===== config.mk =====
export PLATFORM = sky130hd
export DESIGN_NAME = line_peak_streamer_flat
export DESIGN_NICKNAME = d
export VERILOG_FILES = /design/src/rtl/line_peak_streamer_if.sv /design/src/rtl/line_peak_streamer.sv /design/src/flat_wrapper.sv
export SDC_FILE = /design/constraint.sdc
export NUM_CORES = 1
export LEC_CHECK = 0
export ABC_CLOCK_PERIOD_IN_PS = 2850
export BUFFER_PORTS_ARGS = -buffer_cell sky130_fd_sc_hd__buf_4
export CAP_MARGIN = 20
export CORE_MARGIN = 2
export CORE_UTILIZATION = 53
export CTS_CLUSTER_SIZE = 24
export DETAILED_ROUTE_END_ITERATION = 12
export PLACE_DENSITY = 0.76
export SYNTH_ARGS = -nofsm -noshare
export SYNTH_HDL_FRONTEND = slang
export SYNTH_SLANG_ARGS = --single-unit

===== constraint.sdc =====
create_clock -name clk -period 2.85 [get_ports clk]
set_clock_uncertainty 0.2 [all_clocks]
set_input_delay 0.4275 -clock clk [delete_from_list [all_inputs] [get_ports clk]]
set_output_delay 0.4275 -clock clk [all_outputs]
set_load 0.05 [all_outputs]

===== src/rtl/line_peak_streamer_if.sv =====
// line_peak_streamer_if: handshake between the line peak streamer (master) and the centroid finder (slave).
// Signals: cf_start, cf_max_pos, cf_max_value, cf_data_valid, cf_addr and cf_value go master->slave.
// cf_done and cf_result go slave->master.
interface line_peak_streamer_if #(
  parameter int ADDR_W = 9,
  parameter int PIX_W  = 10
);
  logic              cf_start;
  logic [ADDR_W-1:0] cf_max_pos;
  logic [PIX_W-1:0]  cf_max_value;
  logic              cf_data_valid;
  logic [ADDR_W-1:0] cf_addr;
  logic [PIX_W-1:0]  cf_value;
  logic              cf_done;
  logic [15:0]       cf_result;
  modport master (
    output cf_start, cf_max_pos, cf_max_value, cf_data_valid, cf_addr, cf_value,
    input  cf_done, cf_result
  );
  modport slave (
    input  cf_start, cf_max_pos, cf_max_value, cf_data_valid, cf_addr, cf_value,
    output cf_done, cf_result
  );
endinterface


===== src/rtl/line_peak_streamer.sv =====
// line_peak_streamer: scans a captured line for its peak, then streams it to the centroid finder and latches the result.
// Ports: clk/rst_n (sync, active-low); frame_ready in / frame_release out to line capture;
// buf_addr out / buf_data in (data 1 cycle after address) to the line buffer;
// cf (master modport) to the centroid finder; result/result_valid, busy, timeout_err, overrun_cnt to the host.
module line_peak_streamer #(
  parameter int N_PIX        = 512,
  parameter int ADDR_W       = 9,
  parameter int PIX_W        = 10,
  parameter int DONE_TIMEOUT = 255
) (
  input  logic                 clk,
  input  logic                 rst_n,
  input  logic                 frame_ready,
  output logic                 frame_release,
  output logic [ADDR_W-1:0]    buf_addr,
  input  logic [PIX_W-1:0]     buf_data,
  line_peak_streamer_if.master cf,
  output logic [15:0]          result,
  output logic                 result_valid,
  output logic                 busy,
  output logic                 timeout_err,
  output logic [7:0]           overrun_cnt
);
  localparam logic [ADDR_W-1:0] LAST = ADDR_W'(N_PIX - 1);
  localparam int TW = $clog2(DONE_TIMEOUT + 1);
  typedef enum logic [2:0] {IDLE, SCAN, START, STREAM, TAIL, WAIT_DONE} state_t;
  state_t            state_q, state_d;
  logic [ADDR_W-1:0] buf_addr_q, buf_addr_d, rd_addr_q, rd_addr_d, next_addr;
  logic [ADDR_W-1:0] max_pos_q, max_pos_d, cf_max_pos_q, cf_max_pos_d, cf_addr_q, cf_addr_d;
  logic [PIX_W-1:0]  max_val_q, max_val_d, cf_max_value_q, cf_max_value_d, cf_value_q, cf_value_d;
  logic              rd_v_q, rd_v_d, cf_start_q, cf_start_d, cf_data_valid_q, cf_data_valid_d;
  logic              frame_release_q, frame_release_d, result_valid_q, result_valid_d;
  logic              timeout_err_q, timeout_err_d, last_rd;
  logic [15:0]       result_q, result_d;
  logic [7:0]        overrun_q, overrun_d;
  logic [TW-1:0]     wait_cnt_q, wait_cnt_d;
  // rd_v/rd_addr track the read issued last cycle, i.e. which pixel buf_data holds now.
  assign last_rd   = rd_v_q && rd_addr_q == LAST;
  assign next_addr = buf_addr_q == LAST ? '0 : buf_addr_q + ADDR_W'(1);
  always_comb begin
    state_d         = state_q;
    buf_addr_d      = '0;
    rd_v_d          = 1'b0;
    rd_addr_d       = buf_addr_q;
    max_pos_d       = max_pos_q;
    max_val_d       = max_val_q;
    cf_max_pos_d    = cf_max_pos_q;
    cf_max_value_d  = cf_max_value_q;
    cf_start_d      = 1'b0;
    cf_data_valid_d = 1'b0;
    cf_addr_d       = '0;
    cf_value_d      = '0;
    frame_release_d = 1'b0;
    result_d        = result_q;
    result_valid_d  = 1'b0;
    timeout_err_d   = timeout_err_q;
    wait_cnt_d      = '0;
    overrun_d       = (frame_ready && state_q != IDLE && overrun_q != '1) ? overrun_q + 8'd1 : overrun_q;
    case (state_q)
      IDLE: begin
        if (frame_ready) begin
          state_d       = SCAN;
          max_pos_d     = '0;
          max_val_d     = '0;
          timeout_err_d = 1'b0;
        end
      end
      SCAN: begin
        // Strict > keeps the first occurrence on ties.
        if (rd_v_q && buf_data > max_val_q) begin
          max_pos_d = rd_addr_q;
          max_val_d = buf_data;
        end
        if (last_rd) begin
          state_d        = START;
          cf_start_d     = 1'b1;
          cf_max_pos_d   = max_pos_d;
          cf_max_value_d = max_val_d;
        end else begin
          rd_v_d     = 1'b1;
          buf_addr_d = next_addr;
        end
      end
      START: begin
        state_d    = STREAM;
        rd_v_d     = 1'b1;
        buf_addr_d = ADDR_W'(1);
      end
      STREAM: begin
        cf_data_valid_d = rd_v_q;
        cf_addr_d       = rd_addr_q;
        cf_value_d      = rd_v_q ? buf_data : '0;
        if (last_rd) begin
          state_d         = TAIL;
          frame_release_d = 1'b1;
        end else begin
          rd_v_d     = 1'b1;
          buf_addr_d = next_addr;
        end
      end
      TAIL: begin
        // Parking on the last address guarantees the centroid end condition fires.
        state_d   = WAIT_DONE;
        cf_addr_d = LAST;
      end
      WAIT_DONE: begin
        cf_addr_d = LAST;
        if (cf.cf_done) begin
          state_d        = IDLE;
          cf_addr_d      = '0;
          result_d       = cf.cf_result;
          result_valid_d = 1'b1;
        end else if (wait_cnt_q == TW'(DONE_TIMEOUT - 1)) begin
          state_d       = IDLE;
          cf_addr_d     = '0;
          timeout_err_d = 1'b1;
        end else begin
          wait_cnt_d = wait_cnt_q + TW'(1);
        end
      end
      default: state_d = IDLE;
    endcase
  end
  always_ff @(posedge clk) begin
    if (!rst_n) begin
      state_q         <= IDLE;
      buf_addr_q      <= '0;
      rd_v_q          <= 1'b0;
      rd_addr_q       <= '0;
      max_pos_q       <= '0;
      max_val_q       <= '0;
      cf_max_pos_q    <= '0;
      cf_max_value_q  <= '0;
      cf_start_q      <= 1'b0;
      cf_data_valid_q <= 1'b0;
      cf_addr_q       <= '0;
      cf_value_q      <= '0;
      frame_release_q <= 1'b0;
      result_q        <= '0;
      result_valid_q  <= 1'b0;
      timeout_err_q   <= 1'b0;
      wait_cnt_q      <= '0;
      overrun_q       <= '0;
    end else begin
      state_q         <= state_d;
      buf_addr_q      <= buf_addr_d;
      rd_v_q          <= rd_v_d;
      rd_addr_q       <= rd_addr_d;
      max_pos_q       <= max_pos_d;
      max_val_q       <= max_val_d;
      cf_max_pos_q    <= cf_max_pos_d;
      cf_max_value_q  <= cf_max_value_d;
      cf_start_q      <= cf_start_d;
      cf_data_valid_q <= cf_data_valid_d;
      cf_addr_q       <= cf_addr_d;
      cf_value_q      <= cf_value_d;
      frame_release_q <= frame_release_d;
      result_q        <= result_d;
      result_valid_q  <= result_valid_d;
      timeout_err_q   <= timeout_err_d;
      wait_cnt_q      <= wait_cnt_d;
      overrun_q       <= overrun_d;
    end
  end
  assign buf_addr         = buf_addr_q;
  assign frame_release    = frame_release_q;
  assign cf.cf_start      = cf_start_q;
  assign cf.cf_max_pos    = cf_max_pos_q;
  assign cf.cf_max_value  = cf_max_value_q;
  assign cf.cf_data_valid = cf_data_valid_q;
  assign cf.cf_addr       = cf_addr_q;
  assign cf.cf_value      = cf_value_q;
  assign result           = result_q;
  assign result_valid     = result_valid_q;
  assign busy             = state_q != IDLE;
  assign timeout_err      = timeout_err_q;
  assign overrun_cnt      = overrun_q;
endmodule


===== src/flat_wrapper.sv =====
// flat-port wrapper written by rule: the top's interface ports become plain ports
module line_peak_streamer_flat 
#(
  parameter int N_PIX        = 512,
  parameter int ADDR_W       = 9,
  parameter int PIX_W        = 10,
  parameter int DONE_TIMEOUT = 255
)
  (clk, rst_n, frame_ready, frame_release, buf_addr, buf_data, result, result_valid, busy, timeout_err, overrun_cnt, cf_cf_start, cf_cf_max_pos, cf_cf_max_value, cf_cf_data_valid, cf_cf_addr, cf_cf_value, cf_cf_done, cf_cf_result);
  line_peak_streamer_if #(.ADDR_W(ADDR_W), .PIX_W(PIX_W)) cf_i ();
  input  logic clk;
  input  logic rst_n;
  input  logic frame_ready;
  output logic frame_release;
  output logic [ADDR_W-1:0] buf_addr;
  input  logic [PIX_W-1:0] buf_data;
  output logic [15:0] result;
  output logic result_valid;
  output logic busy;
  output logic timeout_err;
  output logic [7:0] overrun_cnt;
  output wire logic [$bits(cf_i.cf_start)-1:0] cf_cf_start;
  output wire logic [$bits(cf_i.cf_max_pos)-1:0] cf_cf_max_pos;
  output wire logic [$bits(cf_i.cf_max_value)-1:0] cf_cf_max_value;
  output wire logic [$bits(cf_i.cf_data_valid)-1:0] cf_cf_data_valid;
  output wire logic [$bits(cf_i.cf_addr)-1:0] cf_cf_addr;
  output wire logic [$bits(cf_i.cf_value)-1:0] cf_cf_value;
  input wire logic [$bits(cf_i.cf_done)-1:0] cf_cf_done;
  input wire logic [$bits(cf_i.cf_result)-1:0] cf_cf_result;
  assign cf_cf_start = cf_i.cf_start;
  assign cf_cf_max_pos = cf_i.cf_max_pos;
  assign cf_cf_max_value = cf_i.cf_max_value;
  assign cf_cf_data_valid = cf_i.cf_data_valid;
  assign cf_cf_addr = cf_i.cf_addr;
  assign cf_cf_value = cf_i.cf_value;
  assign cf_i.cf_done = cf_cf_done;
  assign cf_i.cf_result = cf_cf_result;
  line_peak_streamer #(.N_PIX(N_PIX), .ADDR_W(ADDR_W), .PIX_W(PIX_W), .DONE_TIMEOUT(DONE_TIMEOUT)) u_core (.clk(clk), .rst_n(rst_n), .frame_ready(frame_ready), .frame_release(frame_release), .buf_addr(buf_addr), .buf_data(buf_data), .cf(cf_i), .result(result), .result_valid(result_valid), .busy(busy), .timeout_err(timeout_err), .overrun_cnt(overrun_cnt));
endmodule

==> results of run 1 <==
[logic make-up (layout without fill, tap and decap cells)]
group	count (synthesis)	count (layout)	synth area share, %
AO/OA/AOI/OAI	74	74	11.98
XOR/XNOR	20	20	3.768
adder cells (fa/ha/maj)	15	15	4.037
buffers and inverters	45	189	4.198
flip-flops	116	116	49.95
multiplexers	21	21	4.521
AND/OR/NAND/NOR	212	212	21.56
[worst max-delay path by stage]
stage / slack, ns / to / cells after the start
after floorplan: 0.65 / u_core.max_pos_q[8] / 8
after global placement: 0.42 / u_core.cf.cf_max_pos[0] / 7
after detailed placement: 0.37 / u_core.max_pos_q[5] / 8
after CTS: 0.27 / u_core.max_pos_q[1] / 9
after global routing: 0.12 / u_core.max_pos_q[1] / 9
final: 0.26 / u_core.max_pos_q[1] / 9
[state kept, by name, indices dropped and copies added (netlist names)]
| name | flops |
|---|---|
| u_core.buf_addr | 9 |
| u_core.cf.cf_addr | 9 |
| u_core.cf.cf_data_valid | 1 |
| u_core.cf.cf_max_pos | 9 |
| u_core.cf.cf_max_value | 10 |
| u_core.cf.cf_start | 1 |
| u_core.cf.cf_value | 10 |
| u_core.frame_release | 1 |
| u_core.max_pos_q | 9 |
| u_core.max_val_q | 10 |
| u_core.overrun_cnt | 8 |
| u_core.rd_addr_q | 9 |
| u_core.rd_v_q | 1 |
| u_core.result | 16 |
| u_core.result_valid | 1 |
| u_core.state_q | 3 |
| u_core.timeout_err | 1 |
| u_core.wait_cnt_q | 8 |
[cells in the mapped netlist, types with 10 or more instances]
library cell	n	area [sq um]
sky130_fd_sc_hd__xor2_1	12	105.1
sky130_fd_sc_hd__nor2_1	36	135.1
sky130_fd_sc_hd__a21boi_0	17	127.6
sky130_fd_sc_hd__inv_1	15	56.30
sky130_fd_sc_hd__a21oi_1	14	70.07
sky130_fd_sc_hd__nand2_1	92	345.3
sky130_fd_sc_hd__dfxtp_1	116	2322
sky130_fd_sc_hd__a211oi_1	11	82.58
sky130_fd_sc_hd__mux2i_1	21	210.2
sky130_fd_sc_hd__ha_1	15	187.7
sky130_fd_sc_hd__nand3_1	10	50.05
sky130_fd_sc_hd__o21ai_0	13	65.06
sky130_fd_sc_hd__and2_1	28	175.2
sky130_fd_sc_hd__nor4_1	10	62.56
sky130_fd_sc_hd__clkbuf_1	19	71.32
[critical path, delay by kind of cell]
family          cells  cell delay [ns]
compound gates      2             0.41
buf+inv             3             0.91
mux                 1             0.22
fa+ha+maj           1             0.33
simple gates        2             0.52
[placed cells by master, fill, tap and decap left out, types with 2 or more instances in the layout]
cell type and count:
sky130_fd_sc_hd__and3_1 9, sky130_fd_sc_hd__mux2i_1 21, sky130_fd_sc_hd__nand2_1 92, sky130_fd_sc_hd__clkinv_4 2
sky130_fd_sc_hd__o21ai_1 2, sky130_fd_sc_hd__o221a_2 9, sky130_fd_sc_hd__nand2b_1 2, sky130_fd_sc_hd__dlygate4sd3_1 27
sky130_fd_sc_hd__buf_4 114, sky130_fd_sc_hd__nor3_1 3, sky130_fd_sc_hd__nor2b_1 5, sky130_fd_sc_hd__a21boi_0 17
sky130_fd_sc_hd__clkinvlp_4 3, sky130_fd_sc_hd__ha_1 15, sky130_fd_sc_hd__xnor2_1 8, sky130_fd_sc_hd__dfxtp_1 116
sky130_fd_sc_hd__clkbuf_16 16, sky130_fd_sc_hd__nor2_1 36, sky130_fd_sc_hd__inv_1 15, sky130_fd_sc_hd__a211oi_1 11
sky130_fd_sc_hd__bufinv_16 3, sky130_fd_sc_hd__xor2_1 12, sky130_fd_sc_hd__a211oi_2 2, sky130_fd_sc_hd__nor4_1 10
sky130_fd_sc_hd__nand4_1 9, sky130_fd_sc_hd__a21oi_1 14, sky130_fd_sc_hd__nand3_1 10, sky130_fd_sc_hd__o21ai_0 13
sky130_fd_sc_hd__clkinv_2 3, sky130_fd_sc_hd__clkbuf_8 3, sky130_fd_sc_hd__or3_1 2, sky130_fd_sc_hd__and2_1 28
[area by class of cell]
| cell class | instances | area [sq um] | area share, % |
|---|---|---|---|
| well taps | 108 | 135.1 | 2.111 |
| repair buffers | 142 | 1146 | 17.90 |
| multi-input cells | 342 | 2143 | 33.48 |
| inverters | 15 | 56.30 | 0.8794 |
| flip-flops and latches | 116 | 2322 | 36.27 |
| clock buffers | 20 | 445.4 | 6.957 |
| clock inverters | 12 | 153.9 | 2.404 |
[per-stage QoR]
stage | instances | setup WS [ns] | total power [mW] | utilization [%]
floorplan | 503 | 0.6474 | 1.769 | -
global placement | 696 | 0.4230 | 1.834 | 64.39
detailed placement | 696 | 0.3732 | 1.837 | 64.39
CTS | 755 | 0.2734 | 3.977 | 74.51
global route | 755 | 0.1246 | 4.086 | 74.51
finish | 755 | 0.2568 | 3.950 | 74.51
[where the power goes]
part	internal, mW	total, mW	switching, mW
Sequential	1.63	1.64	0.0110
Combinational	0.0942	0.197	0.103
Clock	1.38	2.11	0.735
[metal layers]
metal / GRT usage [%] / wire (um)
met4: 10.79 / 343
met1: 27.24 / 4668
met2: 42.60 / 5808
met5: 0 / 0
met3: 7.554 / 447
[timing repair]
action                                  4_1_cts  5_1_grt
hold buffers                                 27        0
hold endpoints to repair                     33        0
endpoints found under the setup margin        0        0
==> results.md, run 1 <==
| Result | Value | Unit |
|:---|:---|:---|
| Outcome | complete, no violations | - |
| Startpoint-to-endpoint class of the critical path | input pin to flip-flop | - |
| YS warnings | 0 | - |
| Number of violations of the max-capacitance limit | 0 | - |
| Count of endpoints failing setup in the final report | 0 | - |
| Post-Route WL | 11,270 | um |
| Startpoint of the most critical register-to-register path | u_core.max_val_q[5] | - |
| Power Dens Cells | 616.9 | nW/um^2 |
| Depth of the most critical reg-to-reg path | 8 | - |
| Upper clock frequency limit | 385.6 | MHz |
| Maximum number of buffers from clock root to sink | 2 | - |
| Unrepaired setup endpoints after global routing | no | - |
| Rel. slew slack | 48.00 | % |
| # diodes | 0 | - |
| Endpoint, Worst Hold | u_core.timeout_err | - |
| Average wire per cell in the routed design | 14.92 | um |
| Post-route ant nets | 0 | - |
| Data arrival time at the worst-slack endpoint | 2.83 | ns |
| Width of the die | 97.66 | um |
| Worst-path fanout max | 16 | - |
| Die height | 97.66 | um |
| Vias per Instance | 5.322 | - |
| Classification of the worst-slack hold path | input pin to flip-flop | - |
| Sort of element at the start of the critical path | input pin | - |
| Initial Util | 54.11 | % |
| Ys flop type | sky130_fd_sc_hd__dfxtp_1 | - |
| Post-route fraction of the period consumed by the critical path | 90.99 | % |
| Starting DRC count in detailed routing | 134 | - |
| Length of the first detailed-routing pass in iterations | 4 | - |
| Clock-pin transition on the worst setup and hold timing paths | 0.06 | ns |
| Final hold viol count | 0 | - |
| Cts bufs inserted | 17 | - |
| Post-CTS Setup Inserts | 0 | - |
| Maximum level of the CTS H-tree | 4 | - |
| Transition time at the pin with the least slew margin | 0.7800 | ns |
| Total core area | 8593 | sq um |
| Global-route wire length before repair | 18,770 | um |
| CP Cell Sequence | dlygate4sd3_1 > buf_4 > ha_1 > nand4_1 > a211oi_2 > a2111oi_4 > nor3b_4 > buf_12 > mux2i_1 | - |
| Hold Slack | 0.08041 | ns |
| Mapped Avg Cell Area | 9.243 | sq um |
| Synth async-reset ratio | 0 | % |
| Number of enable flip-flop cells after synthesis | 0 | - |
| Number of stages on the worst hold path | 4 | - |
| Max Transition Viols Final | 0 | - |
| Sinks on the clock net | 116 | - |
| Source-to-sink clock delay at the later pin of the worst-skew pair | 0.51 | ns |
| Syn-to-layout area delta | 37.70 | % |
| RD Place Congestion | 0.8361 | - |
| Filler cell count in the final layout | 595 | - |
| Pin count of the biggest net entering global routing | 45 | - |
| Number of library cell types mapped by synthesis | 38 | - |
| Total cell area at the placement stage | 5533 | sq um |
| RR Endpoint | u_core.max_pos_q[1] | - |
| Via Count | 4,018 | - |
| Setup crit start | buf_data[5] | - |
| Tot GR Track Use | 24.39 | % |
| Dpl hpwl | 7266 | um |
| CP max stage delay | 0.54 | ns |
| Proportion of synthesized chip area in sequential cells | 49.95 | % |
| Layout cell share with drive strength beyond 1 | 25.19 | % |
| Std cell rows | 34 | - |
| Endpoint type of the worst setup path | flip-flop | - |
| Die area | 9537 | sq um |
| Area of all placed cells without fillers | 6402 | sq um |
| Origin of the worst min-delay path | cf_cf_done | - |
| Number of placed I/O pins | 107 | - |
| Via count of the first global-routing pass | 4,015 | - |
| DRC Markers | 0 | - |
| Clock tree root driver cell | sky130_fd_sc_hd__clkbuf_8 | - |
| Count of instances resized after the clock tree is built | 0 | - |
| Count of port buffers added during placement | 106 | - |
| Antenna violations before repair | 0 | - |
| Sum of negative setup slack | 0 | ns |
| Worst VDD drop | 0.0005093 | V |
| Post-Syn Area | 4649 | sq um |
| Slowest library cell on the worst path | sky130_fd_sc_hd__dlygate4sd3_1 | - |
| Endpoint required time on the critical path | 3.09 | ns |
| Net count of the finished layout | 679 | - |
| Total of flip-flops plus latches after synthesis | 116 | - |
| Min cycle time layout | 2.593 | ns |
| Post-synthesis instance total | 503 | - |
| CTS tree | done | - |
| Net count of the mapped netlist | 548 | - |
| Total leakage power | 2.620 | nW |
| FF-to-FF setup slack | 0.44 | ns |
| Total congestion overflow | 0 | - |
No activity file was read; power rests on OpenSTA's default activity.
==> run 2: changes to the inputs <==
CORE_MARGIN = 1.5   (was 2)
PLACE_DENSITY = not set   (was 0.76)
PLACE_DENSITY_LB_ADDON = 0.3   (was not set)
==> run 2 against run 1 <==
Effect of this change:
- final area down 0.41%
- clock power up 3%
- global-route usage up 1.6 points
- via count up 1.6%
- non-clock buffer count down 2
- critical path depth unchanged
- highest routed layer unchanged
==> results.md, run 2 (same netlist as run 1, synthesis figures left out) <==
| Result | Value | Unit |
|:---|:---|:---|
| Total cell area at the placement stage | 5532 | sq um |
| Unrepaired setup endpoints after global routing | no | - |
| Count of instances resized after the clock tree is built | 0 | - |
| Post-route ant nets | 0 | - |
| Hold Slack | 0.01675 | ns |
| Rel. slew slack | 49.20 | % |
| Tot GR Track Use | 25.96 | % |
| Classification of the worst-slack hold path | input pin to flip-flop | - |
| Commonest non-fill, non-tap cells in the layout | sky130_fd_sc_hd__dfxtp_1 (116), sky130_fd_sc_hd__buf_4 (115), sky130_fd_sc_hd__nand2_1 (92) | - |
| Area of all placed cells without fillers | 6376 | sq um |
| Via count of the first global-routing pass | 4,125 | - |
| Startpoint-to-endpoint class of the critical path | input pin to flip-flop | - |
| Global-route wire length before repair | 19,700 | um |
| Count of port buffers added during placement | 106 | - |
| Sequential cell area in the final layout | 2322 | sq um |
| Length of the first detailed-routing pass in iterations | 4 | - |
| Endpoint type of the worst setup path | flip-flop | - |
| Clock tree root driver cell | sky130_fd_sc_hd__clkbuf_8 | - |
| Switching power as a share of total power | 21.72 | % |
| Endpoint required time on the critical path | 3.05 | ns |
| Std cell rows | 33 | - |
| Source-to-sink clock delay at the later pin of the worst-skew pair | 0.51 | ns |
| # diodes | 0 | - |
| Die height | 96.66 | um |
| Sum of negative setup slack | 0 | ns |
| Area of the multi-input gates | 2143 | sq um |
| Worst-path fanout max | 12 | - |
| Total congestion overflow | 0 | - |
| Outcome | complete, no violations | - |
| Starting DRC count in detailed routing | 200 | - |
| Count of endpoints failing setup in the final report | 0 | - |
| Post-Route WL | 11,720 | um |
| FF-to-FF setup slack | 0.32 | ns |
| Sort of element at the start of the critical path | input pin | - |
| Post-CTS Setup Inserts | 0 | - |
| Clock-pin transition on the worst setup and hold timing paths | 0.06 | ns |
| Post-layout worst setup margin | 0.1283 | ns |
| Total net switching power | 0.8697 | mW |
| Dpl hpwl | 7113 | um |
| RD Place Congestion | 0.8615 | - |
| DRC Markers | 0 | - |
| Total Power Consumption | 4.003 | mW |
| Die area | 9343 | sq um |
| Worst slack at placement | 0.2479 | ns |
| Maximum number of buffers from clock root to sink | 2 | - |
| Most common cell after layout, fill and taps aside | sky130_fd_sc_hd__dfxtp_1 | - |
| Vias per Instance | 5.445 | - |
| Transition time at the pin with the least slew margin | 0.7621 | ns |
| Clock power share | 54.1 | % |
| CTS tree | done | - |
| Depth of the most critical reg-to-reg path | 8 | - |
| Largest register FFs | 16 | - |
| Number of violations of the max-capacitance limit | 0 | - |
| Sequential cell fraction of total power | 41.0 | % |
| Final hold viol count | 0 | - |
| Syn-to-layout area delta | 37.14 | % |
| Average wire per cell in the routed design | 15.62 | um |
| Antenna violations before repair | 0 | - |
| RR Endpoint | u_core.cf.cf_max_pos[8] | - |
| Via Count | 4,084 | - |
| Layout cell share with drive strength beyond 1 | 25.43 | % |
| Pin count of the biggest net entering global routing | 46 | - |
| Sinks on the clock net | 116 | - |
| Power Dens Cells | 627.9 | nW/um^2 |
| Hold_buf cts | 24 | - |
| Part of the power in combinational logic | 4.9 | % |
| Total core area | 8341 | sq um |
| # placed instances | 694 | - |
| Data arrival time at the worst-slack endpoint | 2.92 | ns |
| Non-filler instance count after layout | 750 | - |
| Maximum level of the CTS H-tree | 4 | - |
| Total leakage power | 2.618 | nW |
| Worst VDD drop | 0.0004297 | V |
| Filler cell count in the final layout | 556 | - |
| Final standard cell utilization of the core | 76.45 | % |
| Cts bufs inserted | 17 | - |
| Upper clock frequency limit | 367.4 | MHz |
| Setup crit start | buf_data[9] | - |
| Startpoint of the most critical register-to-register path | u_core.max_val_q[6] | - |
| End of the critical path | u_core.cf.cf_max_pos[8] | - |
| Min cycle time layout | 2.722 | ns |
| Internal power | 3.134 | mW |
| Max Transition Viols Final | 0 | - |
| Number of placed I/O pins | 107 | - |
| Width of the die | 96.66 | um |
| Post-route fraction of the period consumed by the critical path | 95.50 | % |
| Net count of the finished layout | 677 | - |
| Initial Util | 55.75 | % |
run 2: cell types whose count changed in the layout (fill, tap and decap cells not counted), sizes merged:
cell / change
dlygate4sd3: -3
clkbuf: -2
clkinvlp: -1
bufinv: +1
clkinv: +3
inv: -1
buf: +1
run 2: layer usage:
metal	vias to the layer above	GRT usage (%)	share of wire [%]
li1	1967	-	-
met1	1944	30.29	41
met2	141	44.22	50
met3	32	6.358	5.4
met4	0	13.15	3.5
met5	-	0	0
run 2: critical path: stages:
cell and delay (ns):
sky130_fd_sc_hd__dlygate4sd3_1 0.55, sky130_fd_sc_hd__buf_4 0.16, sky130_fd_sc_hd__ha_1 0.29, sky130_fd_sc_hd__nand4_1 0.16
sky130_fd_sc_hd__buf_4 0.18, sky130_fd_sc_hd__o31ai_2 0.41, sky130_fd_sc_hd__buf_4 0.28, sky130_fd_sc_hd__o21ai_2 0.16
sky130_fd_sc_hd__o221a_2 0.31
run 2: cell type report:
type	count	share of cell area, %
multi-input cells	342	33.61
well taps	105	2.060
clock inverters	14	2.924
clock buffers	18	6.554
repair buffers	140	17.54
inverters	15	0.8830
flip-flops and latches	116	36.42
run 2: worst min path at each step:
stage                         start  cells after the start  slack, ns                    to
2_1_floorplan  u_core.wait_cnt_q[0]                      1       0.23  u_core.wait_cnt_q[0]
3_3_place_gp   u_core.wait_cnt_q[0]                      1       0.24  u_core.wait_cnt_q[0]
3_5_place_dp   u_core.wait_cnt_q[0]                      1       0.25  u_core.wait_cnt_q[0]
4_1_cts                 frame_ready                      3       0.02     u_core.state_q[0]
5_1_grt                 frame_ready                      3       0.02     u_core.state_q[0]
6_report                frame_ready                      3       0.02     u_core.state_q[0]
run 2: power groups by stage:
stage / Clock [mW] / Sequential, mW / Combinational [mW]
global placement: 0 / 1.67 / 0.159
finish: 2.17 / 1.64 / 0.197
CTS: 2.18 / 1.64 / 0.193
detailed placement: 0 / 1.67 / 0.164
global route: 2.28 / 1.64 / 0.211
floorplan: 0 / 1.68 / 0.0892
